===== src/rtl/sk_arith_pkg.sv =====
// Shared arithmetic definitions for the sliced parallel-prefix datapaths.
// Slice width, slice-count helper and the per-stage control bundle.
package sk_arith_pkg;

    localparam int SLICE_W = 16;

    // Per-stage control bundle: stage valid flag plus the carry entering that stage's slice.
    typedef struct packed {
        logic valid;
        logic carry;
    } stage_ctl_t;

    function automatic int slices_for(input int width);
        return width / SLICE_W;
    endfunction

endpackage


===== src/rtl/sklansky_sub_slice16.sv =====
// Combinational 16-bit slice computing s = x + ~y + ci with a Sklansky
// parallel-prefix carry tree; co is the slice carry-out.
module sklansky_sub_slice16 (
    input  logic [15:0] x,
    input  logic [15:0] y,
    input  logic        ci,
    output logic [15:0] s,
    output logic        co
);

    logic [15:0] w_p;
    logic [15:0] w_g;
    logic [15:0] w_pp;
    logic [15:0] w_gg;

    // Prefix tree: each level merges every upper half-block with the top of its lower half-block.
    always_comb begin
        int j;
        j    = 0;
        w_p  = x ^ ~y;
        w_g  = x & ~y;
        w_pp = w_p;
        w_gg = w_g;
        w_gg[0] = w_g[0] | (w_p[0] & ci);
        for (int lvl = 0; lvl < 4; lvl++) begin
            for (int i = 0; i < 16; i++) begin
                if (((i >> lvl) & 1) == 1) begin
                    j = ((i >> lvl) << lvl) - 1;
                    w_gg[i] = w_gg[i] | (w_pp[i] & w_gg[j]);
                    w_pp[i] = w_pp[i] & w_pp[j];
                end else begin
                    w_gg[i] = w_gg[i];
                    w_pp[i] = w_pp[i];
                end
            end
        end
    end

    assign s  = w_p ^ {w_gg[14:0], ci};
    assign co = w_gg[15];

endmodule


===== src/rtl/sklansky_subtractor_pipe.sv =====
// Pipelined WIDTH-bit subtractor (a - b - bin): one 16-bit prefix slice per stage,
// carry passed between stages through registers, valid/ready with a global stall.
module sklansky_subtractor_pipe #(
    parameter int WIDTH = 64
) (
    input  logic             clk,
    input  logic             rst_n,
    input  logic             in_valid,
    output logic             in_ready,
    input  logic [WIDTH-1:0] a,
    input  logic [WIDTH-1:0] b,
    input  logic             bin,
    output logic             out_valid,
    input  logic             out_ready,
    output logic [WIDTH-1:0] diff,
    output logic             bout,
    output logic             ovf
);

    import sk_arith_pkg::*;

    localparam int NSTG = slices_for(WIDTH);

    if (((WIDTH % SLICE_W) != 0) || (WIDTH < SLICE_W)) begin : g_width_chk
        $error("sklansky_subtractor_pipe: WIDTH must be a non-zero multiple of 16");
    end

    stage_ctl_t       r_ctl [NSTG];
    logic [WIDTH-1:0] r_a   [NSTG];
    logic [WIDTH-1:0] r_b   [NSTG];
    logic [WIDTH-1:0] r_d   [NSTG];

    logic             r_out_vld;
    logic [WIDTH-1:0] r_diff;
    logic             r_bout;
    logic             r_ovf;

    logic [15:0]      w_s   [NSTG];
    logic             w_co  [NSTG];
    logic [WIDTH-1:0] w_dn  [NSTG];
    logic             w_advance;
    logic             w_ovf;

    assign w_advance = ~r_out_vld | out_ready;

    for (genvar gk = 0; gk < NSTG; gk++) begin : g_slice
        sklansky_sub_slice16 u_slice (
            .x  (r_a[gk][gk*SLICE_W +: SLICE_W]),
            .y  (r_b[gk][gk*SLICE_W +: SLICE_W]),
            .ci (r_ctl[gk].carry),
            .s  (w_s[gk]),
            .co (w_co[gk])
        );
    end

    // Merge each stage's freshly computed slice into the partial difference it carries.
    always_comb begin
        for (int k = 0; k < NSTG; k++) begin
            w_dn[k] = r_d[k];
            w_dn[k][k*SLICE_W +: SLICE_W] = w_s[k];
        end
    end

    // Signed overflow only when operand signs differ and the result sign departs from a's.
    always_comb begin
        if (r_a[NSTG-1][WIDTH-1] != r_b[NSTG-1][WIDTH-1]) begin
            w_ovf = (w_s[NSTG-1][15] != r_a[NSTG-1][WIDTH-1]);
        end else begin
            w_ovf = 1'b0;
        end
    end

    // Stage registers and output registers, all shifting together on the global advance.
    always_ff @(posedge clk) begin
        if (!rst_n) begin
            for (int k = 0; k < NSTG; k++) begin
                r_ctl[k] <= '0;
                r_a[k]   <= '0;
                r_b[k]   <= '0;
                r_d[k]   <= '0;
            end
            r_out_vld <= 1'b0;
            r_diff    <= '0;
            r_bout    <= 1'b0;
            r_ovf     <= 1'b0;
        end else if (w_advance) begin
            r_ctl[0].valid <= in_valid;
            r_ctl[0].carry <= ~bin;
            r_a[0]         <= a;
            r_b[0]         <= b;
            r_d[0]         <= '0;
            for (int k = 1; k < NSTG; k++) begin
                r_ctl[k].valid <= r_ctl[k-1].valid;
                r_ctl[k].carry <= w_co[k-1];
                r_a[k]         <= r_a[k-1];
                r_b[k]         <= r_b[k-1];
                r_d[k]         <= w_dn[k-1];
            end
            r_out_vld <= r_ctl[NSTG-1].valid;
            r_diff    <= w_dn[NSTG-1];
            r_bout    <= ~w_co[NSTG-1];
            r_ovf     <= w_ovf;
        end
    end

    assign in_ready  = w_advance;
    assign out_valid = r_out_vld;
    assign diff      = r_diff;
    assign bout      = r_bout;
    assign ovf       = r_ovf;

endmodule


===== config.mk =====
export PLATFORM = sky130hd
export DESIGN_NAME = sklansky_subtractor_pipe
export DESIGN_NICKNAME = d
export VERILOG_FILES = /design/src/rtl/sk_arith_pkg.sv /design/src/rtl/sklansky_sub_slice16.sv /design/src/rtl/sklansky_subtractor_pipe.sv
export SDC_FILE = /design/constraint.sdc
export NUM_CORES = 1
export LEC_CHECK = 0
export CAP_MARGIN = 20
export CORE_MARGIN = 4
export CORE_UTILIZATION = 35
export CTS_CLUSTER_SIZE = 14
export DETAILED_ROUTE_END_ITERATION = 8
export GPL_TIMING_DRIVEN = 0
export PLACE_DENSITY = 0.6
export SLEW_MARGIN = 10
export SYNTH_ARGS = -nofsm -noshare
export SYNTH_HDL_FRONTEND = slang
export SYNTH_SLANG_ARGS = --single-unit
export TNS_END_PERCENT = 30

===== constraint.sdc =====
create_clock -name clk -period 11.3 [get_ports clk]
set_clock_uncertainty 0.15 [all_clocks]
set_input_delay 2.26 -clock clk [delete_from_list [all_inputs] [get_ports clk]]
set_output_delay 2.26 -clock clk [all_outputs]
set_load 0.005 [all_outputs]

Word level (Yosys, flattened, before mapping)
Memory sizes are Yosys's and may differ from the RTL's. A register that Yosys moved wholly into a read port is not among the register bits.
Index checks and enable logic that the tools add are counted.
{ "op_classes": {"reduce_logical": 1, "n_bitwise": 372, "muxes": 25, "n_eq_ne": 2} }
{ "ops": {"columns": ["operator", "n"], "rows": [
  ["2-to-1 mux 64 bit", 12],
  ["AND 1 bit", 200],
  ["bitwise OR 1 bit", 153],
  ["bitwise XOR 16 bit", 8],
  ["AND 16 bit", 4],
  ["NOT 16 bit", 4],
  ["2-to-1 mux 1 bit", 13],
  ["NOT 1 bit", 3],
  ["!= test 1 bit", 2],
  ["zero test 1 bit", 1]
]} }
{ "totals": {"output_inout_bits": 68, "memories": 4, "reg_bits": 67, "mem_bits_rw": 776} }
{ "memory_table": {"columns": ["name", "depth", "width", "rd", "rd_clocked_by_memory_dff", "wr", "line_no", "rtl"], "rows": [
  ["r_a", 4, 64, 4, 0, 4, "sklansky_subtractor_pipe.sv:29", "logic [WIDTH-1:0] r_a [NSTG];"],
  ["r_b", 4, 64, 4, 0, 4, "sklansky_subtractor_pipe.sv:30", "logic [WIDTH-1:0] r_b [NSTG];"],
  ["r_d", 4, 64, 4, 1, 4, "sklansky_subtractor_pipe.sv:31", "logic [WIDTH-1:0] r_d [NSTG];"],
  ["r_ctl", 4, 2, 4, 0, 4, "sklansky_subtractor_pipe.sv:28", "stage_ctl_t r_ctl [NSTG];"]
]} }

Depth between registers and ports, before layout
Gate-level depths: netlist of run 1.
{ "logic_depth": {"ltp_word": 15, "ltp_mapped": 14, "depth_no_buf": 14} }

By module
From an unflattened synthesis of run 1, not the netlist that was laid out.
{ "unflattened": {"hier_cells": 1635, "hier_area_um2": 21235.4} }
{ "by_module_without_submodules": {"columns": ["module", "cells_per_inst", "instances", "area_each_um2", "seq_area_each_um2"], "rows": [
  ["sklansky_subtractor_pipe", 1235, 1, 18292.5, 14073.5],
  ["sklansky_sub_slice16 (g_slice[1].u_slice ...)", 98, 2, 728.2, 0.0],
  ["sklansky_sub_slice16 (g_slice[3].u_slice)", 103, 1, 760.7, 0.0],
  ["sklansky_sub_slice16 (g_slice[0].u_slice)", 101, 1, 725.7, 0.0]
]} }

Worst setup path before layout of run 1
Ideal clock, no wire load.
{ "synth_timing": {"path_kind": "in2reg", "from": "in out_ready", "to": "mem r_a[0][0], enable pin", "arrival_ns": 10.781, "setup_time_ns": 0.770, "path_slack_ns": -0.401, "required_ns": 10.380, "n_path_buf": 1, "path_stages": 4, "cell_sequence": "nor2b_1 -> and2_1 -> clkbuf_1 -> inv_1"} }
{ "synth_lines": {"columns": ["item", "line_no", "rtl"], "rows": [
  ["start: declaration", "sklansky_subtractor_pipe.sv:14", "input logic out_ready,"],
  ["end: declaration", "sklansky_subtractor_pipe.sv:29", null]
]} }

Worst setup path in the final report of run 1
{ "layout_timing": {"from": "in out_ready", "to": "out in_ready"} }
{ "layout_between": {"elab_chain_cells": 1} }
{ "layout_rtl": {"columns": ["item", "line_no", "rtl"], "rows": [
  ["bitwise OR 1 bit", "sklansky_subtractor_pipe.sv:44", "assign w_advance = ~r_out_vld | out_ready;"],
  ["end: declaration", "sklansky_subtractor_pipe.sv:9", "output logic in_ready,"]
]} }
No other way between the ends.

==> results by stage, run 1 <==
Run status:
- The run finished with clean final reports.

Place:
- The sum of net half-perimeters after detailed placement is between 30 and 40 mm.
- The pre-CTS setup slack is around 4.3 ns.
- Buffers placed on the I/O ports in this run total 200.
- The final weighted congestion in routability-driven placement is between 0.8 and 0.9.
- The post-place instance area is 23800 um^2.

Routing:
- The number of DRC markers after the initial detailed-route iteration is ~790.
- After detailed routing, the average wire length per cell comes to around 18 um.
- Dividing the detail-routed via count by the number of cells gives approximately 4.7.
- The remaining routing DRC violations is 0.
- Summed over all layers, the routed wires come to ~47 mm.
- The number of search-and-repair iterations in the first detailed-routing pass is 5.
- The total number of vias is about 12000.
- The count of nets left with antenna violations once routing finished came out at 0.

STA:
- Headroom to the max-slew limit came out at 0.277.
- The highest achievable clock rate is 144 MHz.
- Of the available clock period, the critical path in the final layout requires 0.616.
- Summed over all failing endpoints, the final setup total negative slack is 0 ns.
- For the pin with the worst max-slew slack, the measured transition is 1.08 ns.
- The final critical delay including setup and external delays is just under 7 ns.
- The worst setup margin is 4.34 ns.
- The count of final setup violators is 0.
- Setup repair after global routing left no endpoint under its margin.
- The number of hold-slack violations in the final timing report was 0.
- The max-slew violation count is 0.

Setup path:
- The critical setup path kind is input port to output pin.
- Walking the worst path, the cells encountered are clkdlybuf4s50_1 -> nor2b_1 -> clkinv_1 -> clkbuf_1 -> buf_1 -> clkdlybuf4s50_1.
- The launch instance of the worst register-to-register path is out_valid$_SDFFE_PN0N_.
- The largest stage delay on the critical path is 0.60 ns.
- Counting both buffers and inverters, the worst setup path holds a total of 5.
- The startpoint of the most critical setup path is out_ready.
- The worst setup path is launched from an input port.
- The arrival time at the worst endpoint is approximately 4.6 ns.
- STA puts the critical path data required time at just under 9 ns.
- The most numerous cell type found on the critical path is sky130_fd_sc_hd__clkdlybuf4s50_1.
- The top cell family by delay on the critical path is buffers and inverters.
- The setup check on the worst reg-to-reg path leaves a slack of around 8 ns.
- The worst reg-to-reg path cell count is 8.
- The critical path's slowest cell is sky130_fd_sc_hd__clkbuf_1.
- The worst setup path is captured at an output pin.
- The maximum fanout along the worst path is 10.
- The endpoint identified for the worst register-to-register timing path is r_a[0][35]$_SDFFCE_PN0P_.

Clocking:
- The clock tree synthesis step divided the H-tree into 2 levels.
- TritonCTS built the clock tree.
- The clock passes through at most 3 buffers.
- The post-CTS setup buffer count is 0.
- After clock tree synthesis, the flow added hold-fix buffers numbering 0.
- The clock latency reported for the late side of the worst-skew pair is ~0.59 ns.
- Buffers inserted during clock tree synthesis total between 40 and 50.
- The count of clock tree sinks is between 400 and 500.
- The post-cts sizing count is 0.
- The clock root buffer is sky130_fd_sc_hd__clkbuf_16.
- The CTS clock-pin slew for the worst setup and hold paths is ~0.060 ns.

Logic synthesis:
- In the synthesized netlist the async set-or-reset flop fraction comes to 0.
- Of the total synthesized cell area, the portion taken by XOR and XNOR cells is 0.0111.
- The combinational family with the most area after synthesis is simple AND/OR/NAND/NOR gates.
- The number of nets handed over by synthesis was between 1500 and 2000.
- The adder and majority cell fraction of the synthesized area is 0.0535.
- The area fraction in and, or, nand and nor cells after synthesis is 0.163.
- The share of Yosys cell area claimed by the top area cell type is 0.618.
- The post-synthesis cell count is between 1500 and 2000.
- The synthesized area per cell is around 13 um^2.
- Measured against the total synthesized area, the mux share comes to 0.00243.
- The post-synthesis cell type with the largest combined area is sky130_fd_sc_hd__edfxtp_1.
- The post-synthesis instance area is slightly above 20000 um^2.
- The most used flip-flop cell after synthesis is sky130_fd_sc_hd__edfxtp_1.
- The synthesized design contains about 420 enable-type register cells.
- The sequential cell area fraction in the yosys report is 0.684.
- The synthesis warning total is 0.
- The count of cell types in the netlist is 50.
- Counting flops and latches in the post-synthesis netlist gives slightly below 500.
- In the post-synthesis netlist, the biggest area contributors are sky130_fd_sc_hd__edfxtp_1 (62%), sky130_fd_sc_hd__and3_1 (11%), sky130_fd_sc_hd__dfxtp_1 (6.5%), sky130_fd_sc_hd__ha_1 (3.4%), sky130_fd_sc_hd__nand2_1 (2.4%).
- The complex-gate fraction of the synthesized area is 0.0511.

Power:
- Of the total power, the clock network draws 0.386.
- The switching share of total power is 0.219.
- The power share of the sequential group is 0.519.
- The worst-case vdd ir drop is about 0.10 mV.
- Of the total power, combinational logic draws 0.096.
- The completed layout was analyzed and its total power is 4.13 mW.
- The static leakage is 11.0 nW.
- Summed over all nets, the switching power comes to ~0.9 mW.
- The cell-internal power is approximately 3.2 mW.
- The power density over the cells is approximately 160 nW/um^2.

GRT:
- The initial antenna violation count came to 5.
- The remaining global-route overflow is 0.
- The number of global-route vias before repair is roughly 13000.
- In the global route stage, overall resource usage came out at 0.147.
- The first global-routing pass estimated 71.4 mm of wire.
- Entering global routing, the biggest net connects 44 pins.

Worst hold path:
- The cell count of the worst hold path is 2.
- In this run the most critical hold path is launched from diff[18]$_SDFFE_PN0N_.
- The path class of the tightest hold or removal check is flop to flop.
- The worst hold path terminates at diff[18]$_SDFFE_PN0N_.

Floorplan:
- The die outline area is about 63000 um^2.
- The row count is a little under 90.
- The starting density of the core is 0.355.
- The floorplan step defined a core boundary enclosing roughly 58000 um^2.
- In this run the vertical extent of the chip is about 250 um.
- In this run the horizontal extent of the chip is 251 um.
- In this run the count of I/O pins placed on the die edge is approximately 200.

Finish:
- Relative to the synthesized area, the layout overhead comes to 23.1%.
- The fraction of layout cells with a size suffix above 1 is 0.0515.
- The number of nets in the layout is approximately 2000.
- The final cell area excluding filler cells is roughly 25000 um^2.
- The antenna diode instance count is 0.
- The number of filler instances in the final layout is 5314.

Flow run:
- The number of maximum-capacitance constraint violations is 0.
## power by group through the flow
stage	Combinational, mW	Sequential, mW	Clock, mW
4_1_cts	0.403	2.14	1.63
2_1_floorplan	0.221	2.17	0
6_report	0.396	2.14	1.59
3_3_place_gp	0.390	2.18	0
3_5_place_dp	0.401	2.18	0
5_1_grt	0.440	2.15	1.71
## logic make-up (layout without fill, tap and decap cells)
kind of cell	after synthesis	count (layout)
flops	491	491
buf+inv	196	498
simple gates	606	606
compound gates	144	144
xor+xnor	26	26
fa+ha+maj	76	76
mux	5	5
## worst max path at each step
stage	endpoint	slack (ns)	cells after the start
2_1_floorplan	r_a[0][0]$_SDFFCE_PN0P_	1.45	4
3_3_place_gp	r_a[0][34]$_SDFFCE_PN0P_	-1.82	5
3_5_place_dp	in_ready	4.29	6
4_1_cts	in_ready	4.29	6
5_1_grt	in_ready	4.20	6
6_report	in_ready	4.34	6
## placed cells by master (no fill, tap or decap), drive strengths merged, types with 7 or more instances in the layout
cell / count
edfxtp: 424
and3: 378
clkdlybuf4s50: 200
clkbuf: 173
nand2: 129
inv: 87
dfxtp: 67
a21boi: 57
ha: 56
nor2: 41
nor3: 23
fa: 20
o21ai: 19
a21oi: 19
clkinv: 17
xor2: 16
nand2b: 15
buf: 15
o21a: 13
xnor2: 10
a21o: 8
a31oi: 7
## cell type report
class | instances | area, um^2 | area share
Buffer | 110 | 413 | 0.0163
Multi-Input combinational cell | 857 | 5780 | 0.228
Clock inverter | 24 | 238 | 0.00938
Clock buffer | 67 | 1330 | 0.0526
Timing Repair Buffer | 211 | 2220 | 0.0877
Inverter | 86 | 327 | 0.0129
Tap cell | 765 | 957 | 0.0378
Sequential cell | 491 | 14100 | 0.555
## per-layer routing
layer / GRT usage / wire length, um
met1: 0.177 / 19600
met5: 0 / 13
met2: 0.265 / 24200
met4: 0.0536 / 1400
met3: 0.0223 / 1820
## stage by stage
stage                util  instances  hold WS (ns)
floorplan               -       1544         0.284
global placement    0.407       2509         0.296
detailed placement  0.410       2520         0.304
CTS                 0.438       2611         0.313
global route        0.438       2611         0.334
finish              0.438       2611         0.308
## cell usage after synthesis (3+ instances only)
cell type	count
sky130_fd_sc_hd__a211oi_2	4
sky130_fd_sc_hd__a21boi_0	56
sky130_fd_sc_hd__a21o_1	8
sky130_fd_sc_hd__a21oi_1	17
sky130_fd_sc_hd__a31oi_1	6
sky130_fd_sc_hd__and2_1	3
sky130_fd_sc_hd__and3_1	377
sky130_fd_sc_hd__buf_1	4
sky130_fd_sc_hd__clkbuf_1	106
sky130_fd_sc_hd__dfxtp_1	67
sky130_fd_sc_hd__edfxtp_1	424
sky130_fd_sc_hd__fa_1	20
sky130_fd_sc_hd__ha_1	56
sky130_fd_sc_hd__inv_1	85
sky130_fd_sc_hd__mux2i_1	5
sky130_fd_sc_hd__nand2_1	129
sky130_fd_sc_hd__nand2b_1	15
sky130_fd_sc_hd__nand3_1	3
sky130_fd_sc_hd__nor2_1	41
sky130_fd_sc_hd__nor2b_1	4
sky130_fd_sc_hd__nor3_1	23
sky130_fd_sc_hd__o211a_1	5
sky130_fd_sc_hd__o21a_1	13
sky130_fd_sc_hd__o21ai_0	17
sky130_fd_sc_hd__xnor2_1	10
sky130_fd_sc_hd__xor2_1	16
## state kept, by name (all words and copies together) (netlist names)
name / flops
r_b: 160
r_a: 160
ovf: 1
r_ctl: 8
bout: 1
diff: 64
r_d: 96
out_valid: 1
## tightest hold or removal path, cell delays in order (launching register included)
cell	delay, ns
sky130_fd_sc_hd__dfxtp_1	0.30
sky130_fd_sc_hd__nand2_1	0.05
sky130_fd_sc_hd__a21boi_0	0.06
(Power assumes the default switching activity.)
==> inputs of run 2 (changes only) <==
--- a/config.mk
+++ b/config.mk
@@ -11,7 +11,7 @@
 export CTS_CLUSTER_SIZE = 14
 export DETAILED_ROUTE_END_ITERATION = 8
 export GPL_TIMING_DRIVEN = 0
-export PLACE_DENSITY = 0.6
+export PLACE_DENSITY = 0.58
 export SLEW_MARGIN = 10
 export SYNTH_ARGS = -nofsm -noshare
 export SYNTH_HDL_FRONTEND = slang
==> constraint.sdc (replaced) <==
create_clock -name clk -period 6.64 [get_ports clk]
set_clock_uncertainty 0.15 [all_clocks]
set_input_delay 1.328 -clock clk [delete_from_list [all_inputs] [get_ports clk]]
set_output_delay 1.328 -clock clk [all_outputs]
set_load 0.005 [all_outputs]
==> run 2 against run 1 <==
Die area did not move. Clock power rose by 77%. Core utilization grew 0.23 points. Routed wire length rose by 1.4%. Critical path depth unchanged. Flip-flop and latch count unchanged. Global-route usage increased by 0.26 points. First-iteration DRC count rose by 4.5%. Register-to-register slack got worse by 4.6 ns. Combinational power grew 70%. Critical path type unchanged.
==> results by stage, run 2 (synthesis results as in run 1) <==
Finish:
- From synthesis to final layout, the design area changed by 23.7%.
- Of the cells placed in the final design, the portion with a size suffix greater than 1 is 0.0551.
- The largest registers in the layout are r_a (160), r_b (160), r_d (96).
- The leading cell type in the layout, fill and taps excluded is sky130_fd_sc_hd__edfxtp_1.
- After the flow finishes, the layout carries non-filler instances totaling between 2000 and 3000.
- The library cells used most frequently in the layout, excluding fill and tap cells, are sky130_fd_sc_hd__edfxtp_1 (424), sky130_fd_sc_hd__and3_1 (377), sky130_fd_sc_hd__clkdlybuf4s50_1 (200), sky130_fd_sc_hd__nand2_1 (129), sky130_fd_sc_hd__clkbuf_1 (115).
- The final cell area excluding filler cells is ~25000 um^2.
- Measured on the finished design, the core utilization comes to 0.440.
- At the end of the flow, the number of nets in the layout was 2018.

Clocking:
- Buffers inserted during clock tree synthesis total between 50 and 60.
- For this design, the CTS-stage hold fixing added 0 buffers.
- The tree is rooted in a sky130_fd_sc_hd__clkbuf_16.
- The number of buffers between clock root and the deepest sink is 3.
- In this run the post-CTS setup repair buffer count came out at 0.
- The H-tree generated during clock tree synthesis spans 2 levels.
- Once the clock tree was built, the resizer swapped 0 gates to a different size.
- The CTS clock-pin slew for the worst setup and hold paths is approximately 0.060 ns.
- TritonCTS built the clock tree.
- The clock drives between 400 and 500 sinks.
- The clock latency reported for the late side of the worst-skew pair is about 0.59 ns.

STA:
- The max-slew violation count was 0.
- Static timing analysis puts the maximum clock frequency at 196 MHz.
- The number of hold-slack violations in the final timing report is 0.
- For the pin with the worst max-slew slack, the measured transition is around 1.1 ns.
- Setup violations remaining at the end of the flow were counted as 0.
- The setup TNS after final layout is 0 ns.
- Setup repair after global routing left no endpoint under its margin.
- The smallest clock period supported by the final layout is computed as 5.09 ns.
- Headroom to the max-slew limit came out at 0.293.
- In the finished design, the share of the clock period the worst path needs comes to 0.766.

Setup path:
- The largest single stage delay on the critical path is around 0.6 ns.
- The number of logic stages on the critical path including buffering is 6.
- STA puts the critical path data required time at ~5.2 ns.
- Setup slack on the worst reg-to-reg path comes out at roughly 3.4 ns.
- The kind of end point of the critical path is an output pin.
- The signal on the critical path passes through clkdlybuf4s50_1 -> nor2b_4 -> clkinv_1 -> clkbuf_1 -> buf_1 -> clkdlybuf4s50_1.
- On the critical path, the stage with the largest delay is an instance of sky130_fd_sc_hd__clkdlybuf4s50_1.
- The critical path startpoint category is an input port.
- By instance count, the cell type seen most on the critical path is sky130_fd_sc_hd__clkdlybuf4s50_1.
- The worst setup path is of the input port to output pin kind.
- The maximum fanout along the worst path is 10.
- The critical path starts at out_ready.
- In this run the critical register-to-register path is launched from r_ctl[2][0]$_SDFFCE_PN0P_.
- Counting both buffers and inverters, the worst setup path holds a total of 5.
- Data arrives at the worst endpoint at 3.61 ns.
- The worst reg-to-reg path cell count is 12.
- In this design, the largest share of critical-path delay is due to buffers and inverters.
- The endpoint identified for the worst register-to-register timing path is r_d[3][40]$_SDFFCE_PN0P_.

Place:
- Counting tap cells, the placed design contains a total of ~2500 instances.
- At the end of routability-driven placement, the weighted congestion stood at 0.812.
- Port buffering added 200 buffers.
- The wire-length estimate of the detail-placed layout is 35.2 mm.
- The placed instances occupy a cell area of about 24000 um^2.

Floorplan:
- The starting density of the core is 0.355.
- The row count is 88.
- The die outline area is 62800 um^2.
- The total I/O pin count is 201.
- The die is about 250 um wide.
- The total area inside the core boundary comes to 57900 um^2.
- Measured along the y axis, the die boundary spans 251 um.

Power:
- Internal power comes to 5.57 mW.
- Of the total power, the clock network draws 0.395.
- The power share of the sequential group is 0.511.
- Across the VDD grid, the largest voltage drop is about 0.17 mV.
- Total power for the finished layout comes to 7.13 mW.
- For this design the ratio of total power to cell area is around 280 nW/um^2.
- The analysis attributes to cell leakage a power of about 11 nW.
- Of the total power, the share spent switching nets is 0.218.
- The logic gate share of total power is 0.094.
- For this design the total switching power over the nets is 1.55 mW.

Worst hold path:
- Counting instances, the worst hold path has a depth of 2.
- The kind of path behind the tightest hold check is flop to flop.
- The source of the worst hold timing path is ovf$_SDFFE_PN0N_.
- The destination of the worst hold path is ovf$_SDFFE_PN0N_.

GRT:
- The number of global-route vias before repair is between 10000 and 15000.
- The first global-routing pass estimated between 70 and 80 mm of wire.
- Entering global routing, the biggest net connects 43 pins.
- The total routing resource utilization after global routing is 0.149.
- The remaining global-route overflow is 0.
- The initial antenna violation count is 0.

Routing:
- The via density per instance is about 4.7.
- For this block, the initial DRC count from the detailed router was 821.
- After detailed routing, the average wire length per cell comes to 18.2 um.
- The total length of routed wires is approximately 48 mm.
- The first detailed-routing pass ran for 5 iterations.
- The post-route antenna net violation count is 0.
- For this run, design rule violations remaining after detail routing come to 0.
- The total number of vias is between 10000 and 15000.

Run status:
- The run finished with clean final reports.

Flow run:
- The number of maximum-capacitance constraint violations is 0.
-- run 2: changes by cell type in the layout (fill, tap and decap cells not counted), moves of 2 or more --
cell | previous run | this run
sky130_fd_sc_hd__clkinv_4 | 0 | 3
sky130_fd_sc_hd__clkinv_1 | 7 | 11
sky130_fd_sc_hd__clkinv_2 | 10 | 8
sky130_fd_sc_hd__clkbuf_1 | 120 | 115
sky130_fd_sc_hd__clkbuf_16 | 49 | 52
-- run 2: layer usage --
| metal | share of wire | vias to the layer above | wire, um | global-route usage |
|---|---|---|---|---|
| li1 | - | 6146 | - | - |
| met4 | 0.029 | 0 | 1400 | 0.0476 |
| met5 | 0 | - | 0 | 0 |
| met1 | 0.41 | 5962 | 19600 | 0.181 |
| met2 | 0.51 | 243 | 24400 | 0.268 |
| met3 | 0.048 | 74 | 2290 | 0.0294 |
-- run 2: worst min-delay path, cell delays in order, from the launching register on --
cell                      delay [ns]
sky130_fd_sc_hd__dfxtp_1        0.31
sky130_fd_sc_hd__nand2_1        0.05
sky130_fd_sc_hd__o31ai_1        0.05
-- run 2: power groups by stage --
| stage | combinational (mW) | clock [mW] | sequential [mW] |
|---|---|---|---|
| 3_5_place_dp | 0.680 | 0 | 3.71 |
| 4_1_cts | 0.685 | 2.89 | 3.65 |
| 2_1_floorplan | 0.377 | 0 | 3.69 |
| 3_3_place_gp | 0.663 | 0 | 3.71 |
| 5_1_grt | 0.754 | 3.01 | 3.66 |
| 6_report | 0.672 | 2.81 | 3.64 |
-- run 2: how the worst max path moves through the flow --
| stage | end | slack, ns |
|---|---|---|
| after floorplan | r_a[0][0]$_SDFFCE_PN0P_ | -1.99 |
| after global placement | r_a[0][34]$_SDFFCE_PN0P_ | -5.15 |
| after detailed placement | in_ready | 1.51 |
| after CTS | in_ready | 1.50 |
| after global routing | in_ready | 1.42 |
| final | in_ready | 1.55 |
-- run 2: cell type report --
type                    count  area (um^2)
diodes                      1         2.50
plain buffers             110          423
clock buffers              64         1370
clock inverters            30          289
fillers                  5341        32400
inverters                  86          327
multi-input cells         857         5790
flip-flops and latches    491        14100
well taps                 765          957
repair buffers            212         2250
-- run 2: metrics by stage --
step / setup slack, ns / hold WS, ns
floorplan: -1.99 / 0.284
global placement: -5.15 / 0.295
detailed placement: 1.51 / 0.289
CTS: 1.50 / 0.312
global route: 1.42 / 0.332
finish: 1.55 / 0.307
